==> src/rtl/store_narrow_unit_if.sv <==
// Store-request and data-RAM signal bundle for store_narrow_unit.
// mem_be exists only when STORE_BE_EN is defined.
interface store_narrow_unit_if #(
   parameter int ADDR_W = 32
);
   logic              req_valid;
   logic              req_ready;
   logic [ADDR_W-1:0] req_addr;
   logic [31:0]       req_data;
   logic [1:0]        req_size;
   logic              done;
   logic              err;
   logic              busy;
   logic [ADDR_W-1:0] mem_addr;
   logic              mem_rd_en;
   logic [31:0]       mem_rdata;
   logic              mem_wr_en;
   logic [31:0]       mem_wdata;
`ifdef STORE_BE_EN
   logic [3:0]        mem_be;
`endif

   modport slave (
      input  req_valid, req_addr, req_data, req_size, mem_rdata,
      output req_ready, done, err, busy, mem_addr, mem_rd_en, mem_wr_en, mem_wdata
`ifdef STORE_BE_EN
      , mem_be
`endif
   );

   modport master (
      output req_valid, req_addr, req_data, req_size, mem_rdata,
      input  req_ready, done, err, busy, mem_addr, mem_rd_en, mem_wr_en, mem_wdata
`ifdef STORE_BE_EN
      , mem_be
`endif
   );
endinterface

==> src/rtl/store_narrow_unit.sv <==
// Narrows sb/sh/sw stores onto a word-wide RAM via read-modify-write.
// Defining STORE_BE_EN switches to single-cycle writes with byte enables (mem_be).
//
// state   | meaning
// --------+--------------------------------------------------------
// st_idle | waiting for a request, req_ready high
// st_rd   | RAM read strobe for the word being modified
// st_wait | counting RD_LAT cycles, rdata captured on the last one
// st_wr   | RAM write strobe, done pulse
// st_err  | misaligned or reserved request, err pulse, no RAM access
module store_narrow_unit #(
   parameter int ADDR_W = 32,
   parameter int RD_LAT = 1
) (
   input logic                clk,
   input logic                rst_n,
   store_narrow_unit_if.slave bus
);
   localparam int CNT_W = (RD_LAT < 2) ? 1 : $clog2(RD_LAT + 1);

   typedef enum logic [2:0] {
      st_idle,
      st_rd,
      st_wait,
      st_wr,
      st_err
   } state_t;

   state_t            state_q, state_d;
   logic [ADDR_W-1:0] addr_q;
   logic [31:0]       data_q;
   logic [1:0]        size_q;
   logic [CNT_W-1:0]  cnt_q;
   logic              accept;
   logic              misaligned;
   logic              cnt_done;
   logic [31:0]       wdata;
`ifndef STORE_BE_EN
   logic [31:0]       rdata_q;
`endif

   assign accept   = bus.req_valid && (state_q == st_idle);
   assign cnt_done = (cnt_q == CNT_W'(RD_LAT));

   always_comb begin
      misaligned = 1'b0;
      case (bus.req_size)
         2'b01:   misaligned = bus.req_addr[0];
         2'b10:   misaligned = (bus.req_addr[1:0] != 2'b00);
         2'b11:   misaligned = 1'b1;
         default: misaligned = 1'b0;
      endcase
   end

   always_ff @(posedge clk or negedge rst_n) begin
      if (!rst_n) begin
         state_q <= st_idle;
         addr_q  <= '0;
         data_q  <= '0;
         size_q  <= '0;
         cnt_q   <= '0;
`ifndef STORE_BE_EN
         rdata_q <= '0;
`endif
      end else begin
         state_q <= state_d;
         if (accept) begin
            addr_q <= bus.req_addr;
            data_q <= bus.req_data;
            size_q <= bus.req_size;
         end
         if (state_q == st_rd) begin
            cnt_q <= CNT_W'(1);
         end else if ((state_q == st_wait) && !cnt_done) begin
            cnt_q <= cnt_q + CNT_W'(1);
         end
`ifndef STORE_BE_EN
         if ((state_q == st_wait) && cnt_done) begin
            rdata_q <= bus.mem_rdata;
         end
`endif
      end
   end

   always_comb begin
      state_d = state_q;
      case (state_q)
         st_idle: begin
            if (bus.req_valid) begin
               if (misaligned) begin
                  state_d = st_err;
`ifdef STORE_BE_EN
               end else begin
                  state_d = st_wr;
`else
               end else if (bus.req_size == 2'b10) begin
                  state_d = st_wr;
               end else begin
                  state_d = st_rd;
`endif
               end
            end
         end
         st_rd:   state_d = st_wait;
         st_wait: if (cnt_done) state_d = st_wr;
         st_wr:   state_d = st_idle;
         st_err:  state_d = st_idle;
         default: state_d = st_idle;
      endcase
   end

`ifdef STORE_BE_EN
   // Data is replicated across lanes; mem_be selects which lanes land.
   logic [3:0] be;
   always_comb begin
      wdata = data_q;
      be    = 4'b1111;
      case (size_q)
         2'b00: begin
            wdata = {4{data_q[7:0]}};
            be    = 4'b0001 << addr_q[1:0];
         end
         2'b01: begin
            wdata = {2{data_q[15:0]}};
            be    = addr_q[1] ? 4'b1100 : 4'b0011;
         end
         default: begin
            wdata = data_q;
            be    = 4'b1111;
         end
      endcase
   end
   assign bus.mem_be = (state_q == st_wr) ? be : 4'b0000;
`else
   // Little-endian lane merge; upper bits of the register value are dropped.
   always_comb begin
      wdata = data_q;
      case (size_q)
         2'b00: begin
            case (addr_q[1:0])
               2'b00:   wdata = {rdata_q[31:8], data_q[7:0]};
               2'b01:   wdata = {rdata_q[31:16], data_q[7:0], rdata_q[7:0]};
               2'b10:   wdata = {rdata_q[31:24], data_q[7:0], rdata_q[15:0]};
               default: wdata = {data_q[7:0], rdata_q[23:0]};
            endcase
         end
         2'b01:   wdata = addr_q[1] ? {data_q[15:0], rdata_q[15:0]}
                                    : {rdata_q[31:16], data_q[15:0]};
         default: wdata = data_q;
      endcase
   end
`endif

   assign bus.req_ready = (state_q == st_idle);
   assign bus.busy      = (state_q != st_idle);
   assign bus.done      = (state_q == st_wr);
   assign bus.err       = (state_q == st_err);
   assign bus.mem_rd_en = (state_q == st_rd);
   assign bus.mem_wr_en = (state_q == st_wr);
   assign bus.mem_wdata = (state_q == st_wr) ? wdata : 32'h0;
   assign bus.mem_addr  = ((state_q == st_rd) || (state_q == st_wait) || (state_q == st_wr))
                          ? {addr_q[ADDR_W-1:2], 2'b00} : '0;
endmodule
==> src/flat_wrapper.sv <==
// flat-port wrapper written by rule: the top's interface ports become plain ports
module store_narrow_unit_flat 
#(
   parameter int ADDR_W = 32,
   parameter int RD_LAT = 1
)
  (clk, rst_n, bus_req_valid, bus_req_addr, bus_req_data, bus_req_size, bus_mem_rdata, bus_req_ready, bus_done, bus_err, bus_busy, bus_mem_addr, bus_mem_rd_en, bus_mem_wr_en, bus_mem_wdata);
  store_narrow_unit_if #(.ADDR_W(ADDR_W)) bus_i ();
  input logic clk;
  input logic rst_n;
  input wire logic [$bits(bus_i.req_valid)-1:0] bus_req_valid;
  input wire logic [$bits(bus_i.req_addr)-1:0] bus_req_addr;
  input wire logic [$bits(bus_i.req_data)-1:0] bus_req_data;
  input wire logic [$bits(bus_i.req_size)-1:0] bus_req_size;
  input wire logic [$bits(bus_i.mem_rdata)-1:0] bus_mem_rdata;
  output wire logic [$bits(bus_i.req_ready)-1:0] bus_req_ready;
  output wire logic [$bits(bus_i.done)-1:0] bus_done;
  output wire logic [$bits(bus_i.err)-1:0] bus_err;
  output wire logic [$bits(bus_i.busy)-1:0] bus_busy;
  output wire logic [$bits(bus_i.mem_addr)-1:0] bus_mem_addr;
  output wire logic [$bits(bus_i.mem_rd_en)-1:0] bus_mem_rd_en;
  output wire logic [$bits(bus_i.mem_wr_en)-1:0] bus_mem_wr_en;
  output wire logic [$bits(bus_i.mem_wdata)-1:0] bus_mem_wdata;
  assign bus_i.req_valid = bus_req_valid;
  assign bus_i.req_addr = bus_req_addr;
  assign bus_i.req_data = bus_req_data;
  assign bus_i.req_size = bus_req_size;
  assign bus_i.mem_rdata = bus_mem_rdata;
  assign bus_req_ready = bus_i.req_ready;
  assign bus_done = bus_i.done;
  assign bus_err = bus_i.err;
  assign bus_busy = bus_i.busy;
  assign bus_mem_addr = bus_i.mem_addr;
  assign bus_mem_rd_en = bus_i.mem_rd_en;
  assign bus_mem_wr_en = bus_i.mem_wr_en;
  assign bus_mem_wdata = bus_i.mem_wdata;
  store_narrow_unit #(.ADDR_W(ADDR_W), .RD_LAT(RD_LAT)) u_core (.clk(clk), .rst_n(rst_n), .bus(bus_i));
endmodule
==> config.mk <==
export PLATFORM = sky130hd
export DESIGN_NAME = store_narrow_unit_flat
export DESIGN_NICKNAME = d
export VERILOG_FILES = /design/src/rtl/store_narrow_unit_if.sv /design/src/rtl/store_narrow_unit.sv /design/src/flat_wrapper.sv
export SDC_FILE = /design/constraint.sdc
export NUM_CORES = 1
export LEC_CHECK = 0
export CAP_MARGIN = 40
export CORE_MARGIN = 2
export CORE_UTILIZATION = 46
export DETAILED_ROUTE_END_ITERATION = 8
export GPL_ROUTABILITY_DRIVEN = 0
export PLACE_DENSITY = 0.88
export SETUP_SLACK_MARGIN = 0.2
export SYNTH_ARGS = -nofsm -noshare
export SYNTH_HDL_FRONTEND = slang
export SYNTH_SLANG_ARGS = --single-unit
==> constraint.sdc <==
create_clock -name clk -period 2.15 [get_ports clk]
set_clock_uncertainty 0.2 [all_clocks]
set_input_delay 0.5375 -clock clk [delete_from_list [all_inputs] [get_ports clk]]
set_output_delay 0.5375 -clock clk [all_outputs]
set_load 0.05 [all_outputs]
==> flow_metrics.env <==
export IMPL_status="finished with violations"
export IMPL_violations="setup timing"
export IMPL_drt_total_wl_um=20790
export IMPL_pre_cts_slack_ns=-0.2716
export IMPL_final_antenna_net_count=0
export IMPL_pwr_density_cell_nw_per_um2=1993
export IMPL_viasPerCell=5.889
export IMPL_die_y_um=113.3
export IMPL_fin_area_um2=9706
export IMPL_ys_async_sr_fraction_pct=100.0
export IMPL_arrival_ns=2.20
export IMPL_synthCells=415
export IMPL_wire_per_inst_um=26.28
export IMPL_critPathCaptureType="primary output"
export IMPL_antenna_cells=0
export IMPL_cts_tree="built"
export IMPL_synth_avg_cell_area_um2=13.24
export IMPL_drc_errors=0
export IMPL_antenna_found_initial=0
export IMPL_syn2layout_area_growth_pct=76.62
export IMPL_place_area_um2=8392
export IMPL_crit_type="reg2out"
export IMPL_synth_top_area_share_pct=46.45
export IMPL_synth_top_area_cell="dfrtp_1"
export IMPL_synthXorXnorAreaFrac_pct=0.1594
export IMPL_final_period_utilization_pct=136.5
export IMPL_rsz0062_at_grt="true"
export IMPL_grt_busiest_layer="met2"
export IMPL_ys_types=37
export IMPL_synth_area_mux_share_pct=31.85
export IMPL_ys_warn_count=0
export IMPL_grt_util_met1_pct=34.86
export IMPL_maxCapViolations=0
export IMPL_cts_buffer_depth=2
export IMPL_synth_fa_ha_area_share_pct=0
export IMPL_fin_util_pct=84.28
export IMPL_ys_ff_latch=102
export IMPL_initial_utilization_pct=47.72
export IMPL_grt_max_degree=48
export IMPL_cts_num_sinks=102
export IMPL_peakVddDrop_v=0.001515
export IMPL_instances_no_fill=791
export IMPL_finalHoldViolations=0
export IMPL_setup_ws_ns=-0.7854
export IMPL_dpl_cell_count=738
export IMPL_grt_usage_pct=29.30
export IMPL_fmax_ghz=0.3407
export IMPL_io_pin_count=171
export IMPL_grt_pass1_wl_um=28410
export IMPL_worst_slew_pin_slew_ns=0.5762
export IMPL_syn_area_um2=5495
export IMPL_drv_slew=0
export IMPL_vias=4658
export IMPL_synthSimpleGateAreaFrac_pct=9.290
export IMPL_grt_pass1_vias=4925
export IMPL_fin_nets=745
export IMPL_synth_area_leaders="dfrtp_1 46%, mux2_4 16%, mux2_2 14%"
export IMPL_ctsRootBufferMaster="clkbuf_16"
export IMPL_synth_compound_area_share_pct=6.785
export IMPL_synth_edf_count=0
export IMPL_cellLeakagePower_nw=4.226
export IMPL_drt_iter0_markers=423
export IMPL_insertion_delay_ns=0.34
export IMPL_grt_overflow_total=0
export IMPL_yosys_most_used_dff="dfrtp_1"
export IMPL_rows=39
export IMPL_fill_cells=524
export IMPL_cts_buffers=9
export IMPL_synth_top_family_by_area="multiplexers"
export IMPL_crit_required_ns=1.41
export IMPL_die_w_um=113.3
export IMPL_port_buffers=168
export IMPL_met3_usage_pct=9.748
export IMPL_fin_crit_ns=2.935
export IMPL_clkTransAtPathRegs_ns=0.07
export IMPL_cp_max_fo=8
export IMPL_hold_path_class="reg2reg"
export IMPL_dpl_hpwl_um=11910
export IMPL_maxSlewHeadroom_pct=61.59
export IMPL_met2_usage_pct=51.06
export IMPL_first_pass_iters=7
export IMPL_drive_gt1_share_pct=62.50
export IMPL_dieArea_um2=12840
export IMPL_core_area_um2=11520
export IMPL_h_tree_depth=3
export IMPL_setup_viol=113
export IMPL_start_kind="register"
export IMPL_yosysSeqAreaShare_pct=46.45
## worst paths after layout
path / from / to / slack, ns / depth (start not counted)
max: u_core.addr_q[1] / bus_mem_wdata[28] / -0.79 / 6
min: u_core.cnt_done / u_core.cnt_done / 0.31 / 1
max reg2reg: u_core.state_q[1] / u_core.addr_q[20] / -0.12 / 8
min reg2reg: u_core.cnt_done / u_core.cnt_done / 0.31 / 1
max in group asynchronous: rst_n / u_core.rdata_q[21] / 0.63 / 3
min in group asynchronous: rst_n / u_core.data_q[3] / 0.48 / 2
## worst max-delay path: stages (launching register included)
cell	delay (ns)
dfrtp_2	0.45
buf_6	0.14
nand2_8	0.10
mux2_4	0.30
a222oi_1	0.54
nor2_2	0.13
buf_12	0.18
## per-stage QoR
stage | TNS [ns] | hold WS, ns | power, mW
after floorplan | -4.861 | 0.04191 | 10.55
after global placement | -3.302 | 0.2596 | 14.58
after detailed placement | -4.641 | 0.2850 | 14.90
after global routing | -37.29 | 0.3305 | 19.93
final | -30.52 | 0.3068 | 19.34
after CTS | -24.67 | 0.2996 | 17.83
## routing by layer
| layer | wire (um) | vias to the layer above |
|---|---|---|
| li1 | - | 1946 |
| met1 | 7784 | 2389 |
| met2 | 10650 | 276 |
| met3 | 1896 | 47 |
| met4 | 459 | 0 |
| met5 | 0 | - |
## layout make-up
cell class	instances	area (um2)	share of cell area, %
Multi-Input combinational cell	280	3354	34.56
Tap cell	143	178.9	1.844
Timing Repair Buffer	248	3309	34.10
Clock buffer	15	287.8	2.965
Inverter	3	20.02	0.2063
Sequential cell	102	2555	26.32
## power by group
group | switching (mW) | total [mW] | internal (mW)
clock network | 0.707 | 1.62 | 0.909
logic | 6.34 | 13.8 | 7.44
registers | 1.03 | 3.95 | 2.91
## cells by family after synthesis
| group | count (synthesis) |
|---|---|
| AOI/OAI and AO/OA | 48 |
| xor gates and xnor gates | 1 |
| buffers and inverters | 35 |
| DFF | 102 |
| muxes | 137 |
| other | 1 |
| and+or+nand+nor | 91 |
## flip-flops by register name (all words and copies together), names as in the netlist
signal           count
u_core.rdata_q      32
u_core.size_q        2
u_core.data_q       32
u_core.addr_q       32
u_core.cnt_done      1
u_core.state_q       3
## cells in the mapped netlist (2+ instances only)
master / number
a21oi_1: 15
nand3b_1: 2
clkbuf_1: 10
nand2_1: 3
dfrtp_1: 102
a22oi_1: 7
mux2_2: 69
buf_2: 4
a222oi_1: 17
buf_6: 2
inv_1: 3
mux2i_1: 8
and2_1: 31
nor2b_1: 9
mux2_1: 2
nor2_1: 30
nand2b_1: 9
buf_12: 7
mux2_4: 58
a21o_1: 3
buf_4: 8
## cell usage in the layout, fill, tap and decap left out, drive strengths merged, types with 2 or more instances in the layout
master	count
a21o	3
a21oi	16
a222oi	17
a22oi	7
and2	33
buf	140
bufbuf	3
clkbuf	20
clkdlybuf4s50	99
conb	2
dfrtp	102
inv	2
mux2	129
mux2i	8
nand2	4
nand2b	9
nand3b	2
nor2	30
nor2b	9
nor3	2
## what timing repair did
action | 4_1_cts | 5_1_grt
buffers inserted | 13 | 10
gates cloned | 6 | 8
endpoints found under the hold margin | 28 | 0
pin swaps | 43 | 22
hold buffers | 1 | 0
setup endpoints to repair | 68 | 131
resized for setup | 82 | 71
No activity file was read; power rests on OpenSTA's default activity.
